File: config.mk
export PLATFORM = sky130hd
export DESIGN_NAME = feature_frame_assembler
export DESIGN_NICKNAME = d
export VERILOG_FILES = /design/src/rtl/hdc_fuse_pkg.sv /design/src/rtl/frame_pingpong_buf.sv /design/src/rtl/feature_frame_assembler.sv
export SDC_FILE = /design/constraint.sdc
export NUM_CORES = 2
export LEC_CHECK = 0
export ABC_AREA = 1
export BUFFER_PORTS_ARGS = -buffer_cell sky130_fd_sc_hd__buf_2
export CORE_MARGIN = 2
export CORE_UTILIZATION = 55
export DETAILED_ROUTE_END_ITERATION = 10
export GPL_ROUTABILITY_DRIVEN = 0
export PLACE_DENSITY = 0.76
export SLEW_MARGIN = 20
export SYNTH_ARGS = -nofsm -noshare
export SYNTH_HDL_FRONTEND = slang
export SYNTH_SLANG_ARGS = --single-unit
File: constraint.sdc
create_clock -name clk -period 62.3 [get_ports clk]
set_input_delay 3.115 -clock clk [delete_from_list [all_inputs] [get_ports clk]]
set_output_delay 3.115 -clock clk [all_outputs]
set_load 0.02 [all_outputs]
File: src/rtl/hdc_fuse_pkg.sv
// Shared types and defaults for the HDC sensor-fusion front end.
// Frame geometry defaults and the channel-counter width helper.
package hdc_fuse_pkg;

  localparam int TOTAL_NUM_CHANNEL_DFLT = 214;
  localparam int CHANNEL_WIDTH_DFLT     = 4;

  function automatic int ceil_log2(input int n);
    return (n <= 2) ? 1 : $clog2(n);
  endfunction

  localparam int CH_CNT_WIDTH = ceil_log2(TOTAL_NUM_CHANNEL_DFLT);

  typedef logic [CHANNEL_WIDTH_DFLT-1:0] feature_t;
  typedef feature_t [TOTAL_NUM_CHANNEL_DFLT-1:0] frame_t;

endpackage

File: src/rtl/frame_pingpong_buf.sv
// Two-bank frame buffer: one bank fills while the other waits
// for the encoder. Holds bank data, full flags and both pointers.
module frame_pingpong_buf #(
  parameter int NCH = 4,
  parameter int W   = 4,
  parameter int CW  = 2
) (
  input  logic              clk,
  input  logic              rst,
  input  logic              wr_en,
  input  logic [CW-1:0]     wr_idx,
  input  logic [W-1:0]      wr_data,
  input  logic              wr_done,
  output logic              wr_ok,
  input  logic              rd_ready,
  output logic              rd_valid,
  output logic [NCH*W-1:0]  rd_data
);

  logic [1:0][NCH*W-1:0] bank;
  logic [1:0]            full;
  logic [1:0]            full_n;
  logic                  wr_sel;
  logic                  rd_sel;
  logic                  rd_fire;

  assign wr_ok    = ~full[wr_sel];
  assign rd_valid = full[rd_sel];
  assign rd_data  = bank[rd_sel];
  assign rd_fire  = full[rd_sel] & rd_ready;

  // Fill and drain always target different banks, so both apply.
  always_comb begin
    full_n = full;
    if (wr_done) full_n[wr_sel] = 1'b1;
    if (rd_fire) full_n[rd_sel] = 1'b0;
  end

  always_ff @(posedge clk or posedge rst) begin
    if (rst) begin
      bank   <= '0;
      full   <= 2'b00;
      wr_sel <= 1'b0;
      rd_sel <= 1'b0;
    end else begin
      full <= full_n;
      if (wr_done) wr_sel <= ~wr_sel;
      if (rd_fire) rd_sel <= ~rd_sel;
      if (wr_en) bank[wr_sel][wr_idx*W +: W] <= wr_data;
    end
  end

endmodule

File: src/rtl/feature_frame_assembler.sv
// Packs serial channel features into frames for hdc_sensor_fusion.
// Define LAST_CHECK_EN to enforce in_last framing and count drops.
module feature_frame_assembler
  import hdc_fuse_pkg::*;
#(
  parameter int TOTAL_NUM_CHANNEL = TOTAL_NUM_CHANNEL_DFLT,
  parameter int CHANNEL_WIDTH     = CHANNEL_WIDTH_DFLT,
  parameter int ERR_CNT_WIDTH     = 8
) (
  input  logic                                   clk,
  input  logic                                   rst,
  input  logic [CHANNEL_WIDTH-1:0]               in_data,
  input  logic                                   in_valid,
  input  logic                                   in_last,
  output logic                                   in_ready,
  output logic [TOTAL_NUM_CHANNEL*CHANNEL_WIDTH-1:0] features_top,
  output logic                                   fin_valid,
  input  logic                                   fin_ready,
  output logic                                   frame_err,
  output logic [ERR_CNT_WIDTH-1:0]               err_cnt
);

  localparam int CW = ceil_log2(TOTAL_NUM_CHANNEL);

  logic [CW-1:0] ch_cnt;
  logic          wr_ok;
  logic          accept;
  logic          last_ch;
  logic          done;
  logic          drop;

  assign in_ready = wr_ok;
  assign accept   = in_valid & wr_ok;
  assign last_ch  = (ch_cnt == CW'(TOTAL_NUM_CHANNEL - 1));

`ifdef LAST_CHECK_EN
  assign drop = accept & (in_last ^ last_ch);
  assign done = accept & last_ch & in_last;

  always_ff @(posedge clk or posedge rst) begin
    if (rst) begin
      frame_err <= 1'b0;
      err_cnt   <= '0;
    end else begin
      frame_err <= drop;
      if (drop && !(&err_cnt)) err_cnt <= err_cnt + 1'b1;
    end
  end
`else
  logic unused_last;
  assign unused_last = in_last;
  assign drop        = 1'b0;
  assign done        = accept & last_ch;
  assign frame_err   = 1'b0;
  assign err_cnt     = '0;
`endif

  always_ff @(posedge clk or posedge rst) begin
    if (rst) begin
      ch_cnt <= '0;
    end else if (accept) begin
      ch_cnt <= (last_ch | drop) ? '0 : ch_cnt + 1'b1;
    end
  end

  frame_pingpong_buf #(
    .NCH (TOTAL_NUM_CHANNEL),
    .W   (CHANNEL_WIDTH),
    .CW  (CW)
  ) u_buf (
    .clk      (clk),
    .rst      (rst),
    .wr_en    (accept),
    .wr_idx   (ch_cnt),
    .wr_data  (in_data),
    .wr_done  (done),
    .wr_ok    (wr_ok),
    .rd_ready (fin_ready),
    .rd_valid (fin_valid),
    .rd_data  (features_top)
  );

endmodule

==> flow_summary.json <==
{
  "pin_count": 876,
  "syn_to_final_growth_pct": 14.82,
  "dieArea_sq_um": 146700,
  "synth_top_area_share_pct": 54.59,
  "post-cts-setup-buffers": 0,
  "ir_worst_vdd_uv": 73.09,
  "yosys.area.top_type": "dfrtp_1",
  "core_area_sq_um": 143100,
  "drc": 0,
  "initial_utilization_pct": 55.21,
  "dr.pass1.iters": 8,
  "regToRegSetupSlack_ns": 56.43,
  "synthCells": 10290,
  "yosysMostFrequentCell": "nand2_1",
  "syn_area_per_cell_sq_um": 7.681,
  "ys_ff_latch": 1724,
  "crit_chain": "inv_8 -> buf_6 -> buf_4 -> buf_4 -> nand2_1 -> nand2_1 -> buf_2",
  "seq_area_frac_synth_pct": 54.59,
  "max_freq_mhz": 121.9,
  "vias": 76080,
  "synth.area.top_cells": "dfrtp_1, nand2_1, o21ai_0",
  "wl_microns": 288400,
  "seq_area_sq_um": 43150,
  "criticalPathCategory": "flip-flop to output port",
  "cts_sinks": 1724,
  "vias_per_cell": 5.867,
  "finalCoreUtilization_pct": 63.39,
  "num-nets-final": 10940,
  "power_leakage_nw": 46.95,
  "grt_pass1_wl_microns": 429500,
  "htreeDepth": 4,
  "fin_crit_ns": 8.205,
  "drive_gt1_share_pct": 12.05,
  "status": "complete, no violations",
  "cpPeakStageDelay_ns": 0.83,
  "slew_headroom_pct": 20.12,
  "grt_pass1_vias": 70200,
  "crit_fanout": 115,
  "synth.distinct_cells": 31,
  "std_cell_rows": 139,
  "whs_ns": 0.4712,
  "hold_viol_final": 0,
  "nFillCells": 12250,
  "cts_made_buffers": 178,
  "powerDensity_nw_per_um2": 30.92,
  "synthFlopType": "dfrtp_1",
  "detailed_place_hpwl_microns": 195100,
  "endpoint_kind": "output port",
  "clkLatencyLatePin_ns": 0.83,
  "grt.total_usage_pct": 38.59,
  "wire_per_inst_microns": 22.24,
  "r2r_end": "u_buf.bank[1142]",
  "cts_buffer_depth": 3,
  "period_share_pct": 13.17,
  "synthTopCellsByCount": "nand2_1, dfrtp_1, o21ai_0, nand3_1, nand4_1",
  "rsz0062_at_grt": "false",
  "whs_endpoint": "u_buf.bank[581]",
  "crit_slowest_cell": "buf_4",
  "synth.cell_area_sq_um": 79020,
  "hold_class": "flip-flop to flip-flop",
  "ctsHoldBuffers": 0,
  "overflow": 0,
  "root_buffer": "clkbuf_16",
  "skew_ns": 0.03622,
  "max_cap_violations": 0,
  "cts_tree": "yes",
  "max_slew.worst_pin.slew_ns": 1.194,
  "path_clk_slew_ns": 0.06,
  "setup_violations": 0,
  "drtIter0Drc": 9829,
  "antenna_found_initial": 16,
  "ys_async_sr_fraction_pct": 100.0,
  "fp.dieH_microns": 383.1,
  "synth_enable_flop_cells": 0,
  "place.port_buffers": 865,
  "multi_input_area_sq_um": 33240,
  "holdPathStages": 2,
  "grt_max_degree": 201,
  "crit_arrival_ns": 5.09,
  "die_w_microns": 383.1,
  "yosys_warnings": 0,
  "setup_tns_ns": 0,
  "r2r_start": "ch_cnt[0]",
  "ctsResizeCount": 0,
  "startpoint_type": "flip-flop",
  "cp.required_ns": 59.19,
  "slew_violations": 0,
  "r2r_cells": 17,
  "min_from": "u_buf.bank[581]",
  "ant_nets": 0
}
==> worst max-delay path, delay by kind of cell (launching register included) <==
kind,cells,cell delay (ns)
buf+inv,5,3.11
flops,1,0.71
simple gates,2,0.31
==> metrics by stage <==
| step | setup slack, ns | instances | cell area (sq um) | total power, W |
|---|---|---|---|---|
| floorplan | 10.52 | 10300 | 79050 | 0.001488 |
| global placement | 52.74 | 12650 | 84700 | 0.001715 |
| detailed placement | 52.54 | 12650 | 84710 | 0.001720 |
| CTS | 53.42 | 12960 | 90610 | 0.002788 |
| global route | 53.78 | 12960 | 90720 | 0.002876 |
| finish | 54.09 | 12970 | 90740 | 0.002806 |
==> routing by layer <==
| layer | track usage (%) | vias to the layer above | routed length (microns) |
|---|---|---|---|
| met2 | 55.34 | 4238 | 123500 |
| met1 | 51.78 | 36490 | 111200 |
| met3 | 10.76 | 755 | 32990 |
| li1 | - | 34590 | - |
| met5 | 0 | - | 55 |
| met4 | 24.39 | 8 | 20730 |
==> cell usage in the layout, fill, tap and decap left out, drive strengths merged, types with 3 or more instances in the layout <==
master,instances
a21oi,6
buf,969
bufinv,6
clkbuf,272
clkinv,30
conb,9
dfrtp,1724
diode,8
ha,4
inv,203
nand2,5175
nand3,422
nand4,406
nor2,403
nor3,85
nor3b,3
nor4,10
o21ai,1319
xor2,7
==> worst max path at each step <==
| stage | startpoint | endpoint | depth (start not counted) |
|---|---|---|---|
| finish | u_buf.rd_sel | features_top[188] | 7 |
| global route | rst | u_buf.bank[543] | 8 |
| CTS | rst | u_buf.bank[1396] | 8 |
| detailed placement | rst | u_buf.bank[1396] | 8 |
| global placement | rst | u_buf.bank[1396] | 8 |
| floorplan | rst | ch_cnt[0] | 1 |
==> cells by family after synthesis <==
family	Yosys count	share of synthesized area, %
adder cells (fa/ha/maj)	4	0.06333
other	1	0.004745
AND/OR/NAND/NOR	6505	33.26
buffers and inverters	720	3.551
flip-flops	1724	54.59
XOR/XNOR	8	0.1267
AO/OA/AOI/OAI	1326	8.401
==> flip-flops by register name, indices dropped and copies added (netlist names) <==
signal        flops
ch_cnt            8
u_buf.wr_sel      1
u_buf.rd_sel      1
u_buf.bank     1712
u_buf.full        2
==> power by group <==
group          internal [W]  switching (W)  total [W]
Combinational     0.0000625       0.000521   0.000583
Sequential          0.00113      0.0000107    0.00114
Clock              0.000626       0.000455    0.00108
Total               0.00182       0.000987    0.00281
==> final cells by class <==
| cell class | instances | share of cell area (%) |
|---|---|---|
| Tap cell | 1903 | 2.624 |
| Sequential cell | 1724 | 47.55 |
| Inverter | 200 | 0.8646 |
| Antenna cell | 8 | 0.02206 |
| Clock inverter | 39 | 0.4909 |
| Timing Repair Buffer | 969 | 5.797 |
| Clock buffer | 272 | 6.014 |
| Multi-Input combinational cell | 7852 | 36.64 |
Power figures use the tool's default switching activity.
